[src/rtl/mem_access_arbiter.sv]
// mem_access_arbiter
//   Shares one byte-lane data memory between two requesters (port 0: CPU
//   load/store unit, port 1: I/O / DMA engine) using round-robin arbitration.
//   Each access runs IDLE -> SETUP -> PULSE -> DONE, one clock per state.
//   The arbiter owns the memory's address, data and control inputs, and it
//   generates the separate write and read clock pulses.
//
// Ports
//   clock, reset           system clock (rising edge), async active-low reset
//   pN_req/we/addr/wdata/type  request fields of port N (held until ack)
//   pN_ack                 one-cycle completion pulse for port N
//   pN_rdata               load result for port N, held until its next read ack
//   mem_data/addr/type     store data, byte address and access type to memory
//   mem_esc / mem_read     memory write / read enables
//   mem_write_clock        memory write clock pulse
//   mem_read_clock         memory read clock pulse
//   mem_saida              read data returned by the memory
//   busy                   high in every state except IDLE
//   grant                  port owning the current access (0 when idle)
module mem_access_arbiter #(
  parameter int DATA_WIDTH = 32,
  parameter int ADDR_WIDTH = 14
) (
  input  logic                  clock,
  input  logic                  reset,
  input  logic                  p0_req,
  input  logic                  p0_we,
  input  logic [ADDR_WIDTH-1:0] p0_addr,
  input  logic [DATA_WIDTH-1:0] p0_wdata,
  input  logic [1:0]            p0_type,
  output logic                  p0_ack,
  output logic [DATA_WIDTH-1:0] p0_rdata,
  input  logic                  p1_req,
  input  logic                  p1_we,
  input  logic [ADDR_WIDTH-1:0] p1_addr,
  input  logic [DATA_WIDTH-1:0] p1_wdata,
  input  logic [1:0]            p1_type,
  output logic                  p1_ack,
  output logic [DATA_WIDTH-1:0] p1_rdata,
  output logic [DATA_WIDTH-1:0] mem_data,
  output logic [ADDR_WIDTH-1:0] mem_addr,
  output logic [1:0]            mem_type,
  output logic                  mem_esc,
  output logic                  mem_read,
  output logic                  mem_write_clock,
  output logic                  mem_read_clock,
  input  logic [DATA_WIDTH-1:0] mem_saida,
  output logic                  busy,
  output logic                  grant
);

  typedef enum logic [1:0] {
    IDLE  = 2'b00,
    SETUP = 2'b01,
    PULSE = 2'b10,
    DONE  = 2'b11
  } state_t;

  state_t                state_r;
  state_t                state_next_s;
  logic                  ptr_r;       // port that wins when both request
  logic                  port_r;      // port owning the access in flight
  logic                  we_r;        // latched write flag of that access
  logic                  start_s;     // a grant is issued this cycle
  logic                  sel_s;       // port being granted
  logic                  sel_we_s;
  logic [ADDR_WIDTH-1:0] sel_addr_s;
  logic [DATA_WIDTH-1:0] sel_wdata_s;
  logic [1:0]            sel_type_s;

  // Next-state logic and round-robin port selection
  always_comb begin
    state_next_s = state_r;
    start_s      = 1'b0;
    sel_s        = 1'b0;
    case (state_r)
      IDLE: begin
        if (p0_req && p1_req) begin
          start_s = 1'b1;
          sel_s   = ptr_r;
        end else if (p0_req) begin
          start_s = 1'b1;
          sel_s   = 1'b0;
        end else if (p1_req) begin
          start_s = 1'b1;
          sel_s   = 1'b1;
        end else begin
          start_s = 1'b0;
          sel_s   = 1'b0;
        end
        if (start_s) begin
          state_next_s = SETUP;
        end else begin
          state_next_s = IDLE;
        end
      end
      SETUP:   state_next_s = PULSE;
      PULSE:   state_next_s = DONE;
      DONE:    state_next_s = IDLE;
      default: state_next_s = IDLE;
    endcase
  end

  // Request fields of the port being granted
  always_comb begin
    if (sel_s) begin
      sel_we_s    = p1_we;
      sel_addr_s  = p1_addr;
      sel_wdata_s = p1_wdata;
      sel_type_s  = p1_type;
    end else begin
      sel_we_s    = p0_we;
      sel_addr_s  = p0_addr;
      sel_wdata_s = p0_wdata;
      sel_type_s  = p0_type;
    end
  end

  // FSM state register
  always_ff @(posedge clock or negedge reset) begin
    if (!reset) begin
      state_r <= IDLE;
    end else begin
      state_r <= state_next_s;
    end
  end

  // Access latch, memory-side drive, acks and read-data capture.
  // Every output is set one edge ahead of the state in which it must be seen.
  always_ff @(posedge clock or negedge reset) begin
    if (!reset) begin
      ptr_r           <= 1'b0;
      port_r          <= 1'b0;
      we_r            <= 1'b0;
      mem_data        <= {DATA_WIDTH{1'b0}};
      mem_addr        <= {ADDR_WIDTH{1'b0}};
      mem_type        <= 2'b00;
      mem_esc         <= 1'b0;
      mem_read        <= 1'b0;
      mem_write_clock <= 1'b0;
      mem_read_clock  <= 1'b0;
      p0_ack          <= 1'b0;
      p1_ack          <= 1'b0;
      p0_rdata        <= {DATA_WIDTH{1'b0}};
      p1_rdata        <= {DATA_WIDTH{1'b0}};
      busy            <= 1'b0;
      grant           <= 1'b0;
    end else begin
      case (state_r)
        IDLE: begin
          if (start_s) begin
            // Pointer moves to the port that did not win this grant.
            ptr_r    <= ~sel_s;
            port_r   <= sel_s;
            we_r     <= sel_we_s;
            mem_addr <= sel_addr_s;
            mem_data <= sel_wdata_s;
            mem_type <= sel_type_s;
            mem_esc  <= sel_we_s;
            mem_read <= ~sel_we_s;
            busy     <= 1'b1;
            grant    <= sel_s;
          end
        end
        SETUP: begin
          mem_write_clock <= we_r;
          mem_read_clock  <= ~we_r;
        end
        PULSE: begin
          mem_write_clock <= 1'b0;
          mem_read_clock  <= 1'b0;
          mem_esc         <= 1'b0;
          mem_read        <= 1'b0;
          p0_ack          <= ~port_r;
          p1_ack          <= port_r;
          if (!we_r) begin
            if (port_r) begin
              p1_rdata <= mem_saida;
            end else begin
              p0_rdata <= mem_saida;
            end
          end
        end
        DONE: begin
          p0_ack <= 1'b0;
          p1_ack <= 1'b0;
          busy   <= 1'b0;
          grant  <= 1'b0;
        end
        default: begin
          mem_write_clock <= 1'b0;
          mem_read_clock  <= 1'b0;
          mem_esc         <= 1'b0;
          mem_read        <= 1'b0;
          p0_ack          <= 1'b0;
          p1_ack          <= 1'b0;
          busy            <= 1'b0;
          grant           <= 1'b0;
        end
      endcase
    end
  end

endmodule

[config.mk]
export PLATFORM = sky130hd
export DESIGN_NAME = mem_access_arbiter
export DESIGN_NICKNAME = d
export VERILOG_FILES = /design/src/rtl/mem_access_arbiter.sv
export SDC_FILE = /design/constraint.sdc
export NUM_CORES = 1
export LEC_CHECK = 0
export BUFFER_PORTS_ARGS = -buffer_cell sky130_fd_sc_hd__buf_2
export CORE_MARGIN = 2
export CORE_UTILIZATION = 49
export DETAILED_ROUTE_END_ITERATION = 8
export PLACE_DENSITY_LB_ADDON = 0.12
export RECOVER_POWER = 50
export SLEW_MARGIN = 20
export SYNTH_ARGS = -nofsm -noshare
export SYNTH_HDL_FRONTEND = slang
export SYNTH_SLANG_ARGS = --single-unit
[constraint.sdc]
create_clock -name clock -period 2.66 [get_ports clock]
set_input_delay 0.532 -clock clock [delete_from_list [all_inputs] [get_ports clock]]
set_output_delay 0.532 -clock clock [all_outputs]
set_load 0.05 [all_outputs]
Word-level counts from Yosys, hierarchy flattened
Index checks and enable logic that the tools add are counted.
- equal/unequal tests: 4
- reductions and logical operators: 11
- bitwise logic cells: 4
- mux-type cells: 26
- operators with widths (operator ; number):
    $mux 32 ; 1
    $pmux 1 s2 ; 8
    $mux 1 ; 14
    $mux 14 ; 1
    $pmux 2 s4 ; 1
    $reduce_bool 2->1 ; 4
    $reduce_and 2->1 ; 3
    $reduce_and 3->1 ; 2
    $eq 2x2->1 const B ; 2
    $not 1->1 ; 4
    $eq 2x1->1 const B ; 1
    $logic_not 2->1 ; 1
    $mux 2 ; 1
    $ne 2x2->1 const B ; 1
    $logic_and 1x1->1 ; 1
- bits in registers: 125
- output and inout bits: 120
- bits of input ports: 134

Longest topological paths before layout
Gate-level depths: netlist of the first run.
- word-level depth: 8
- gate-level depth with buffers: 9
- mapped depth without buffers: 6

Worst setup path after synthesis of the first run
Ideal clock, no wire load.
- kind: register to register
- start point: reg state_r[0]
- end point: reg p0_rdata[2]
- data arrival time: 1.559 ns
- slack: 0.976 ns
- stages on the path, launching flop included: 8
- path through: dfrtp_1 inv_1 ha_1 buf_2 inv_2 nor3_4 buf_4 mux2_2
- longest elaborated chain between the ends: 2
- RTL lines (what ; RTL line ; RTL):
    start, declared ; 59 ; state_t state_r;
    start signal, assigned ; 124 ; state_r <= state_next_s;
    $eq 2x2->1 ; 149 ; case (state_r)
    $reduce_and 3->1 (no line) ; -- ;
    end signal, assigned ; 144 ; p0_rdata <= {DATA_WIDTH{1'b0}};
    end signal, assigned ; 180 ; p0_rdata <= mem_saida;
    end, declared ; 32 ; output logic [DATA_WIDTH-1:0] p0_rdata,
No other way between the ends.
A chain may end at the register's enable or synchronous reset.

Worst setup path in the final report of the first run
- start point: reg state_r[0]
- end point: reg mem_data[20]
- longest elaborated chain between the ends: 3
- elaborated cells on any way between the ends: 5
- RTL lines (what ; RTL line ; RTL):
    $logic_not 2->1 * ; 76, 149 ;
    $mux 1 ; 76 ; case (state_r)
    $mux 32 / $reduce_and 2->1 (equally long branches) ; -- ;
    end signal, assigned ; 135 ; mem_data <= {DATA_WIDTH{1'b0}};
    end signal, assigned ; 157 ; mem_data <= sel_wdata_s;
    end, declared ; 40 ; output logic [DATA_WIDTH-1:0] mem_data,
Every way passes the cells marked *; elsewhere a longest branch is shown, timed or not.

==> results of run 1 <==
==> cell usage after synthesis (all sizes together) (2+ instances only) <==
cell    count
a21oi       5
inv         4
dfrtp     125
nor2b       2
ha          3
a21o       50
mux2       65
mux2i       2
clkbuf      2
buf        22
a22o       48
nor2        6
nand2       3
o21ai       4
==> layout by cell type, fill, tap and decap left out, drive strengths merged, types with 2 or more instances in the layout <==
master,netlist,layout
a21o,50,50
a21oi,5,5
a22o,48,48
buf,22,203
bufinv,0,4
clkbuf,2,81
dfrtp,125,125
ha,3,3
inv,4,4
mux2,65,65
mux2i,2,2
nand2,3,3
nor2,6,6
nor2b,2,2
o21ai,4,4
==> layout make-up <==
type	instances	area, um^2	area share [%]
well taps	136	170.2	2.442
clock buffers	24	480.5	6.895
flip-flops and latches	125	3128	44.89
diodes	1	2.502	0.03591
repair buffers	261	1270	18.23
inverters	4	15.01	0.2155
clock inverters	6	132.6	1.903
multi-input cells	195	1769	25.39
==> sequential cells by signal, indices dropped and copies added, names as in the netlist <==
signal           cells
ptr_r                1
mem_read             1
mem_addr            14
mem_data            32
grant                1
p0_rdata            32
mem_read_clock       1
p1_ack               1
port_r               1
we_r                 1
mem_type             2
p0_ack               1
busy                 1
p1_rdata            32
mem_esc              1
state_r              2
mem_write_clock      1
==> worst max-delay path by stage <==
stage                     slack [ns]  cells after the start            startpoint                  endpoint
final                           0.53                      6  state_r[0]$_DFF_PN0_  mem_data[20]$_DFFE_PN0P_
after global routing            0.34                      6  state_r[0]$_DFF_PN0_  mem_addr[10]$_DFFE_PN0P_
after CTS                       0.51                      6  state_r[0]$_DFF_PN0_   mem_data[5]$_DFFE_PN0P_
after detailed placement        0.53                      6  state_r[0]$_DFF_PN0_   mem_data[5]$_DFFE_PN0P_
after global placement          0.63                      6  state_r[0]$_DFF_PN0_  mem_data[16]$_DFFE_PN0P_
after floorplan                 0.98                      7  state_r[0]$_DFF_PN0_   p0_rdata[2]$_DFFE_PN0P_
==> routing by layer <==
layer | GRT usage, % | share of wire, % | routed length (um) | up-vias
li1 | - | - | - | 1794
met3 | 9.029 | 8.6 | 1135 | 20
met5 | 0 | 0 | 0 | -
met1 | 28.00 | 39 | 5081 | 1919
met2 | 39.63 | 51 | 6712 | 186
met4 | 9.429 | 2.0 | 260 | 0
==> cell families after synthesis <==
group / Yosys count / share of synthesized area [%]
adder cells (fa/ha/maj): 3 / 0.7452
flip-flops: 125 / 62.10
buffers and inverters: 28 / 3.154
AO/OA/AOI/OAI: 111 / 17.59
multiplexers: 67 / 14.93
AND/OR/NAND/NOR: 14 / 1.490
==> worst register-to-register path, cell delays in order, from the launching register on <==
cell and delay, ns:
dfrtp_1 0.35, inv_1 0.07, ha_1 0.31, nand2_1 0.16, a21oi_4 0.08, nor2_4 0.84
a21o_1 0.27
==> metrics by stage <==
stage | utilization, % | hold WS [ns]
CTS | 69.43 | 0.2021
finish | 68.73 | 0.2255
detailed placement | 63.29 | 0.4692
global placement | 63.29 | 0.4635
global route | 68.73 | 0.2047
floorplan | - | 0.2364
==> out/metrics.yaml, run 1 <==
routing:
  via_per_inst: 5.211
  routed_wl_um: 13190
  vias: 3919
  drtIter0Drc: 250
  postRouteAntennaNets: 0
  post-route-drc-count: 0
  dr.pass1.iters: 6
  avgRoutedWirePerCell_um: 17.54
synthesis:
  synth_top_area_share_pct: 62.10
  synthTopCellsByArea: "dfrtp_1 (62%), mux2_2 (13%), a22o_1 (8.3%)"
  ys.flop_type: "dfrtp_1"
  synth_area_um2: 5037
  synth_edf_count: 0
  ys_warn_count: 0
  syn_nets: 485
  syn_area_per_cell_um2: 14.48
  synth.distinct_cells: 27
  yosysSeqAreaShare_pct: 62.10
  ys_ff_latch: 125
  synth_top_area_cell: "dfrtp_1"
  syn_inst: 348
  async_flop_share_pct: 100.0
critical_path:
  r2r_start: "state_r[0]$_DFF_PN0_"
  arrival_ns: 2.57
  cp_num_buf_inv: 1
  cpLargestDelayFamily: "simple AND/OR/NAND/NOR gates"
  cp_max_fo: 48
  path_class: "reg2reg"
  crit_slowest_cell: "nor2_4"
  start_kind: "flip-flop"
  max_stage_delay_ns: 0.83
  path_cells: "inv_1 -> ha_1 -> nand2_1 -> a21oi_4 -> nor2_4 -> a21o_1"
  r2r_cells: 6
  rrSetupSlack_ns: 0.53
  cp-end-kind: "flip-flop"
  cp_data_required_time_ns: 3.10
  r2r_end: "mem_data[20]$_DFFE_PN0P_"
finish:
  final_cells: 752
  syn_to_final_growth_pct: 38.33
  final_area_um2: 6968
  fillers: 784
  drive_gt1_share_pct: 47.97
  finalNetCount: 741
timing:
  rsz0062_at_grt: "no"
  finClkSkew_ns: 0.009437
  slew_headroom_pct: 28.79
  setup_viol: 0
  slew_violations: 0
  tightest_slew_ns: 1.066
  hold_violations: 0
  period_needed_ns: 2.134
  max_freq_mhz: 468.7
  min_period_over_period_pct: 80.22
  final.setup.tns_ns: 0
  fin_ws_ns: 0.5263
cts:
  cts.sinks: 125
  clk_pin_slew_ns: 0.06
  cts_root_buffer: "clkbuf_8"
  clock_latency_ns: 0.50
  cts_resized: 0
  cts_setup_buffers: 0
  clockBufferDepth: 2
  htreeDepth: 4
  cts_tree: "yes"
  ctsHoldBuffers: 1
  cts_made_buffers: 17
global_route:
  gr-total-overflow: 0
  grt_pass1_wl_um: 20520
  antenna_found_initial: 1
  grtUsageTotal_pct: 23.86
  grt_pass1_vias: 4030
  grt_max_degree: 64
placed_design:
  dp_slack_ns: 0.5334
  dpl_cell_area_um2: 6416
  dp_hpwl_um: 9258
  place_inst: 720
  numPortBuffers: 253
  routabilityCongestion: 0.7795
worst_hold_path:
  hp-start: "p0_wdata[31]"
  hold_path_depth: 2
  whs_endpoint: "mem_data[31]$_DFFE_PN0P_"
  worstHoldPathType: "in2reg"
die:
  ioPinCount: 254
  core_area_um2: 10140
  initial_core_util_pct: 49.69
  die_h_um: 105.4
  rows: 37
  dieArea_um2: 11110
  die_w_um: 105.4
status:
  outcome: "finished clean"
flow_run:
  drv_cap: 0
Power of run 1 is left out: the tool's default activity adds up to more than one toggle a clock period on the data nets, which glitch-free logic cannot reach.
==> run 2: changes to the inputs <==
- ABC_AREA: unset -> 1
- CORE_UTILIZATION: 49 -> 41
- clock period: 2.66 -> 1.8 ns (I/O delays scaled with it)
==> out/metrics.yaml, run 2 <==
timing:
  setup_viol: 0  # unchanged
  finClkSkew_ns: 0.008289  # -0.001148 ns
  period_needed_ns: 1.625  # -0.5091 ns
  max_freq_mhz: 615.5  # +31%
  whs_ns: 0.1578  # -0.06774 ns
  hold_violations: 0  # unchanged
  min_period_over_period_pct: 90.26  # +10 points
  tightest_slew_ns: 0.8950  # -0.1705 ns
  fin_ws_ns: 0.1754  # -0.3509 ns
  slew_violations: 0  # unchanged
  slew_headroom_pct: 40.33  # +12 points
  rsz0062_at_grt: "no"
  final.setup.tns_ns: 0  # unchanged
finish:
  diodes: 0  # -1
  finalNetCount: 951  # +28%
  syn_to_final_growth_pct: 40.33
  drive_gt1_share_pct: 30.75  # -17 points
  reg_top3: "mem_data (32), p0_rdata (32), p1_rdata (32)"
  final_area_um2: 7044  # +1.1%
  mostFrequentLayoutCells: "nand2_1 (221), buf_2 (201), dfrtp_1 (125), o21ai_0 (72), nand3_1 (52)"
  regArea_um2: 3128  # unchanged
  layout_commonest_cell: "nand2_1"
  multi_input_area_um2: 1560  # -12%
  fillers: 1124  # +43%
cts:
  cts_made_buffers: 17  # unchanged
  htreeDepth: 4  # unchanged
  clockBufferDepth: 2  # unchanged
  clk_pin_slew_ns: 0.05  # about the same
  clock_latency_ns: 0.41  # -0.09 ns
  cts_resized: 0  # unchanged
  cts_root_buffer: "clkbuf_16"
  cts_tree: "yes"
  cts.sinks: 125  # unchanged
routing:
  via_per_inst: 4.659  # -11%
  vias: 4533  # +16%
  drtIter0Drc: 185  # -26%
  postRouteAntennaNets: 0  # unchanged
  dr.pass1.iters: 4  # -2
  avgRoutedWirePerCell_um: 13.97  # -20%
  routed_wl_um: 13590  # +3.0%
  post-route-drc-count: 0  # unchanged
synthesis:
  synth_top_area_cell: "dfrtp_1"
  ys_warn_count: 0  # unchanged
  synthTopCellsByCount: "nand2_1 (221), dfrtp_1 (125), o21ai_0 (72)"
  synth.distinct_cells: 16  # -41%
  async_flop_share_pct: 100.0  # unchanged
  synth_area_um2: 5020  # -0.35%
  syn_inst: 557  # +60%
  yosysSeqAreaShare_pct: 62.31  # +0.22 points
  ys.flop_type: "dfrtp_1"
  syn_area_per_cell_um2: 9.012  # -38%
  syn_nets: 694  # +43%
  yosysMostFrequentCell: "nand2_1"
  ys_ff_latch: 125  # unchanged
  synth_edf_count: 0  # unchanged
  synth_top_area_share_pct: 62.31  # +0.22 points
  synthTopCellsByArea: "dfrtp_1 (62%), nand2_1 (17%), o21ai_0 (7.2%)"
critical_path:
  crit_slowest_cell: "dfrtp_1"
  cp_data_required_time_ns: 2.14  # -0.96 ns
  cp-end-kind: "flip-flop"
  r2r_end: "mem_data[1]$_DFFE_PN0P_"
  r2r_cells: 9  # +3
  r2r_start: "state_r[0]$_DFF_PN0_"
  crit_path_end: "mem_data[1]$_DFFE_PN0P_"
  cp_num_buf_inv: 4  # +3
  path_cells: "inv_1 -> ha_1 -> nand2_2 -> inv_2 -> nand2_2 -> inv_2 -> buf_12 -> nand2_1 -> nand3_1"
  crit_start: "state_r[0]$_DFF_PN0_"
  cpLargestDelayFamily: "buffers and inverters"
  start_kind: "flip-flop"
  rrSetupSlack_ns: 0.18  # -0.35 ns
  cp_num_cells: 9  # +3
  cp_max_fo: 17  # -65%
  path_class: "reg2reg"
  arrival_ns: 1.97  # -0.60 ns
  max_stage_delay_ns: 0.37  # -0.46 ns
global_route:
  grt_pass1_vias: 4407  # +9.4%
  grt_max_degree: 65  # +1.6%
  busiest_layer: "met2"
  use_met1_pct: 26.04  # -2.0 points
  gr-total-overflow: 0  # unchanged
  grt_use_met2_pct: 34.75  # -4.9 points
  grt_pass1_wl_um: 21420  # +4.4%
  antenna_found_initial: 1  # unchanged
  grt_use_met3_pct: 6.723  # -2.3 points
  grtUsageTotal_pct: 21.21  # -2.7 points
die:
  die_h_um: 114.7  # +8.8%
  ioPinCount: 254  # unchanged
  die_w_um: 114.7  # +8.8%
  core_area_um2: 11960  # +18%
  dieArea_um2: 13140  # +18%
  initial_core_util_pct: 41.97  # -7.7 points
  rows: 40  # +8.1%
placed_design:
  dp_hpwl_um: 10010  # +8.2%
  dp_slack_ns: 0.1684  # -0.3650 ns
  dpl_cell_area_um2: 6500  # +1.3%
  numPortBuffers: 253  # unchanged
  routabilityCongestion: 0.8286  # +6.3%
flow_run:
  drv_cap: 0  # unchanged
worst_hold_path:
  worstHoldPathType: "in2reg"
status:
  outcome: "finished clean"
run 2: cell count changes after synthesis, moves of 48 or more:
cell     delta
a21o_1     -50
o21ai_0    +69
a22o_1     -48
mux2_2     -58
nand3_1    +51
nand2_1   +218
run 2: worst min-delay path: cells and delay by family:
family                 cells  cell delay (ns)
and+or+nand+nor            2             0.09
buffers and inverters      1             0.08
run 2: worst min-delay path by stage:
| stage | from | end | slack (ns) | cells after the start |
|---|---|---|---|---|
| final | p0_wdata[10] | mem_data[10]$_DFFE_PN0P_ | 0.16 | 3 |
| after detailed placement | reset | p1_rdata[18]$_DFFE_PN0P_ | 0.26 | 1 |
| after CTS | p0_wdata[3] | mem_data[3]$_DFFE_PN0P_ | 0.14 | 3 |
| after global routing | p0_wdata[3] | mem_data[3]$_DFFE_PN0P_ | 0.16 | 3 |
| after floorplan | reset | busy$_DFFE_PN0P_ | 0.06 | 0 |
| after global placement | reset | p1_rdata[18]$_DFFE_PN0P_ | 0.26 | 1 |
run 2: cells by family (layout without fill, tap and decap cells):
| group | Yosys count | in the layout | share of synthesized area (%) |
|---|---|---|---|
| AOI/OAI and AO/OA | 76 | 76 | 7.627 |
| adders and majority gates | 3 | 3 | 0.7478 |
| buffers and inverters | 74 | 343 | 6.605 |
| DFF | 125 | 125 | 62.31 |
| and+or+nand+nor | 279 | 279 | 22.71 |
run 2: cell type report:
type | instances | area share, %
Sequential cell | 125 | 44.40
Multi-Input combinational cell | 358 | 22.15
Timing Repair Buffer | 265 | 19.41
Clock buffer | 22 | 7.016
Tap cell | 147 | 2.611
Inverter | 47 | 2.504
Clock inverter | 9 | 1.901
run 2: what timing repair did:
| action | in CTS | in global routing |
|---|---|---|
| buffers inserted | 0 | 0 |
| hold endpoints to repair | 16 | 0 |
| hold buffers | 1 | 0 |
run 2: metal layers:
layer / wire length (um) / vias up / share of wire, %
li1: - / 2268 / -
met1: 5779 / 2077 / 43
met2: 6547 / 166 / 48
met3: 991 / 20 / 7.3
met4: 256 / 2 / 1.9
met5: 13 / - / 0.096
run 2: per-stage QoR:
| step | utilization [%] | std cells |
|---|---|---|
| after floorplan | - | 557 |
| after global placement | 54.34 | 941 |
| after detailed placement | 54.34 | 941 |
| after CTS | 59.68 | 973 |
| after global routing | 58.89 | 973 |
| final | 58.89 | 973 |
Power of run 2 is left out for the same reason.
==> run 3: changes to the inputs <==
- CORE_ASPECT_RATIO: unset -> 1.75
- RECOVER_POWER: 50 -> unset
==> out/metrics.yaml, run 3 (synthesized netlist as in run 2, its figures left out) <==
finish:
  mostFrequentLayoutCells: "buf_2 (252), nand2_1 (221), dfrtp_1 (125), o21ai_0 (72), nand3_1 (52)"
  multi_input_area_um2: 1560  # unchanged
  layout_commonest_cell: "buf_2"
  diodes: 0  # unchanged
  drive_gt1_share_pct: 36.80  # +6.1 points
  fillers: 1095  # -2.6%
  finalNetCount: 950  # -0.11%
  syn_to_final_growth_pct: 40.90
  regArea_um2: 3128  # unchanged
  reg_top3: "mem_data (32), p0_rdata (32), p1_rdata (32)"
  fin_util_pct: 58.93  # about the same
die:
  ioPinCount: 254  # unchanged
  die_h_um: 150.4  # +31%
  initial_core_util_pct: 41.82  # -0.14 points
  core_area_um2: 12000  # +0.35%
  rows: 53  # +33%
  die_w_um: 87.65  # -24%
  dieArea_um2: 13180  # +0.27%
timing:
  period_needed_ns: 1.587  # -0.03805 ns
  slew_headroom_pct: 67.09  # +27 points
  hold_violations: 0  # unchanged
  finClkSkew_ns: 0.008074  # -0.0002151 ns
  max_freq_mhz: 630.3  # +2.4%
  rsz0062_at_grt: "no"
  tightest_slew_ns: 0.4936  # -0.4014 ns
  setup_viol: 0  # unchanged
  slew_violations: 0  # unchanged
  min_period_over_period_pct: 88.14  # -2.1 points
  fin_ws_ns: 0.2134  # +0.03805 ns
  whs_ns: 0.1527  # -0.005087 ns
  final.setup.tns_ns: 0  # unchanged
critical_path:
  crit_slowest_cell: "dfrtp_1"
  path_cells: "inv_1 -> ha_1 -> nand2_1 -> nand2_4 -> inv_4 -> nand2_1 -> nand3_1"
  path_class: "reg2reg"
  cp_num_buf_inv: 2  # -2
  path_common_cell: "nand2_1"
  cp_data_required_time_ns: 2.13  # about the same
  cp_max_fo: 48  # +31
  start_kind: "flip-flop"
  cpLargestDelayFamily: "simple AND/OR/NAND/NOR gates"
  max_stage_delay_ns: 0.39  # +0.02 ns
  arrival_ns: 1.92  # -0.05 ns
  cp-end-kind: "flip-flop"
global_route:
  grt_pass1_wl_um: 21240  # -0.87%
  gr-total-overflow: 0  # unchanged
  grtUsageTotal_pct: 20.74  # -0.47 points
  grt_max_degree: 53  # -18%
  grt_pass1_vias: 4547  # +3.2%
  antenna_found_initial: 0  # -1
placed_design:
  numPortBuffers: 253  # unchanged
  dp_hpwl_um: 9949  # -0.66%
  routabilityCongestion: 0.8213  # -0.88%
  dp_slack_ns: -0.03409  # -0.2025 ns
routing:
  via_per_inst: 4.582  # -1.6%
  routed_wl_um: 13420  # -1.2%
  vias: 4541  # +0.18%
  postRouteAntennaNets: 0  # unchanged
  post-route-drc-count: 0  # unchanged
  avgRoutedWirePerCell_um: 13.54  # -3.0%
  dr.pass1.iters: 5  # +1
  drtIter0Drc: 136  # -26%
cts:
  cts_tree: "yes"
  htreeDepth: 4  # unchanged
  cts.sinks: 125  # unchanged
  cts_root_buffer: "clkbuf_16"
  cts_made_buffers: 17  # unchanged
  cts_setup_buffers: 0  # unchanged
  clock_latency_ns: 0.41  # about the same
  clockBufferDepth: 2  # unchanged
  clk_pin_slew_ns: 0.06  # about the same
worst_hold_path:
  worstHoldPathType: "in2reg"
status:
  outcome: "finished clean"
flow_run:
  drv_cap: 0  # unchanged
-- run 3: final cells by class --
type	count	share of cell area (%)
inverter	47	2.530
timing repair buffer	264	19.85
clock buffer	20	6.457
clock inverter	12	1.964
multi-input combinational	358	22.06
sequential	125	44.22
tap	165	2.919
-- run 3: timing repair --
action                                  CTS  global route
endpoints found under the setup margin   20             0
hold buffers                              1             0
hold endpoints to repair                 22             0
resized for setup                         1             0
-- run 3: worst paths after layout --
path | startpoint | endpoint | slack (ns) | depth (start not counted)
hold reg to reg | we_r$_DFFE_PN0P_ | mem_read_clock$_DFFE_PN0P_ | 0.47 | 1
max in group asynchronous | reset | mem_addr[8]$_DFFE_PN0P_ | 0.80 | 3
setup reg to reg | state_r[1]$_DFF_PN0_ | mem_addr[1]$_DFFE_PN0P_ | 0.21 | 7
hold / removal | p0_wdata[3] | mem_data[3]$_DFFE_PN0P_ | 0.15 | 3
setup / recovery | state_r[1]$_DFF_PN0_ | mem_addr[1]$_DFFE_PN0P_ | 0.21 | 7
min in group asynchronous | reset | mem_data[23]$_DFFE_PN0P_ | 0.41 | 2
-- run 3: through the flow --
| stage | instances | instance area [um^2] |
|---|---|---|
| floorplan | 557 | 5020 |
| global placement | 958 | 6465 |
| detailed placement | 958 | 6465 |
| CTS | 991 | 7073 |
| global route | 991 | 7073 |
| finish | 991 | 7073 |
-- run 3: worst min-delay path, stage by stage --
cell and delay (ns):
buf_2 0.07, nand2_1 0.04, nand3_1 0.05
-- run 3: metal layers --
metal	vias to the layer above	track usage (%)	wire (um)
met2	173	35.42	6805
met1	2072	22.95	5297
met5	-	0	0
li1	2266	-	-
met3	30	6.140	900
met4	0	10.54	418
Power of run 3 is left out for the same reason.
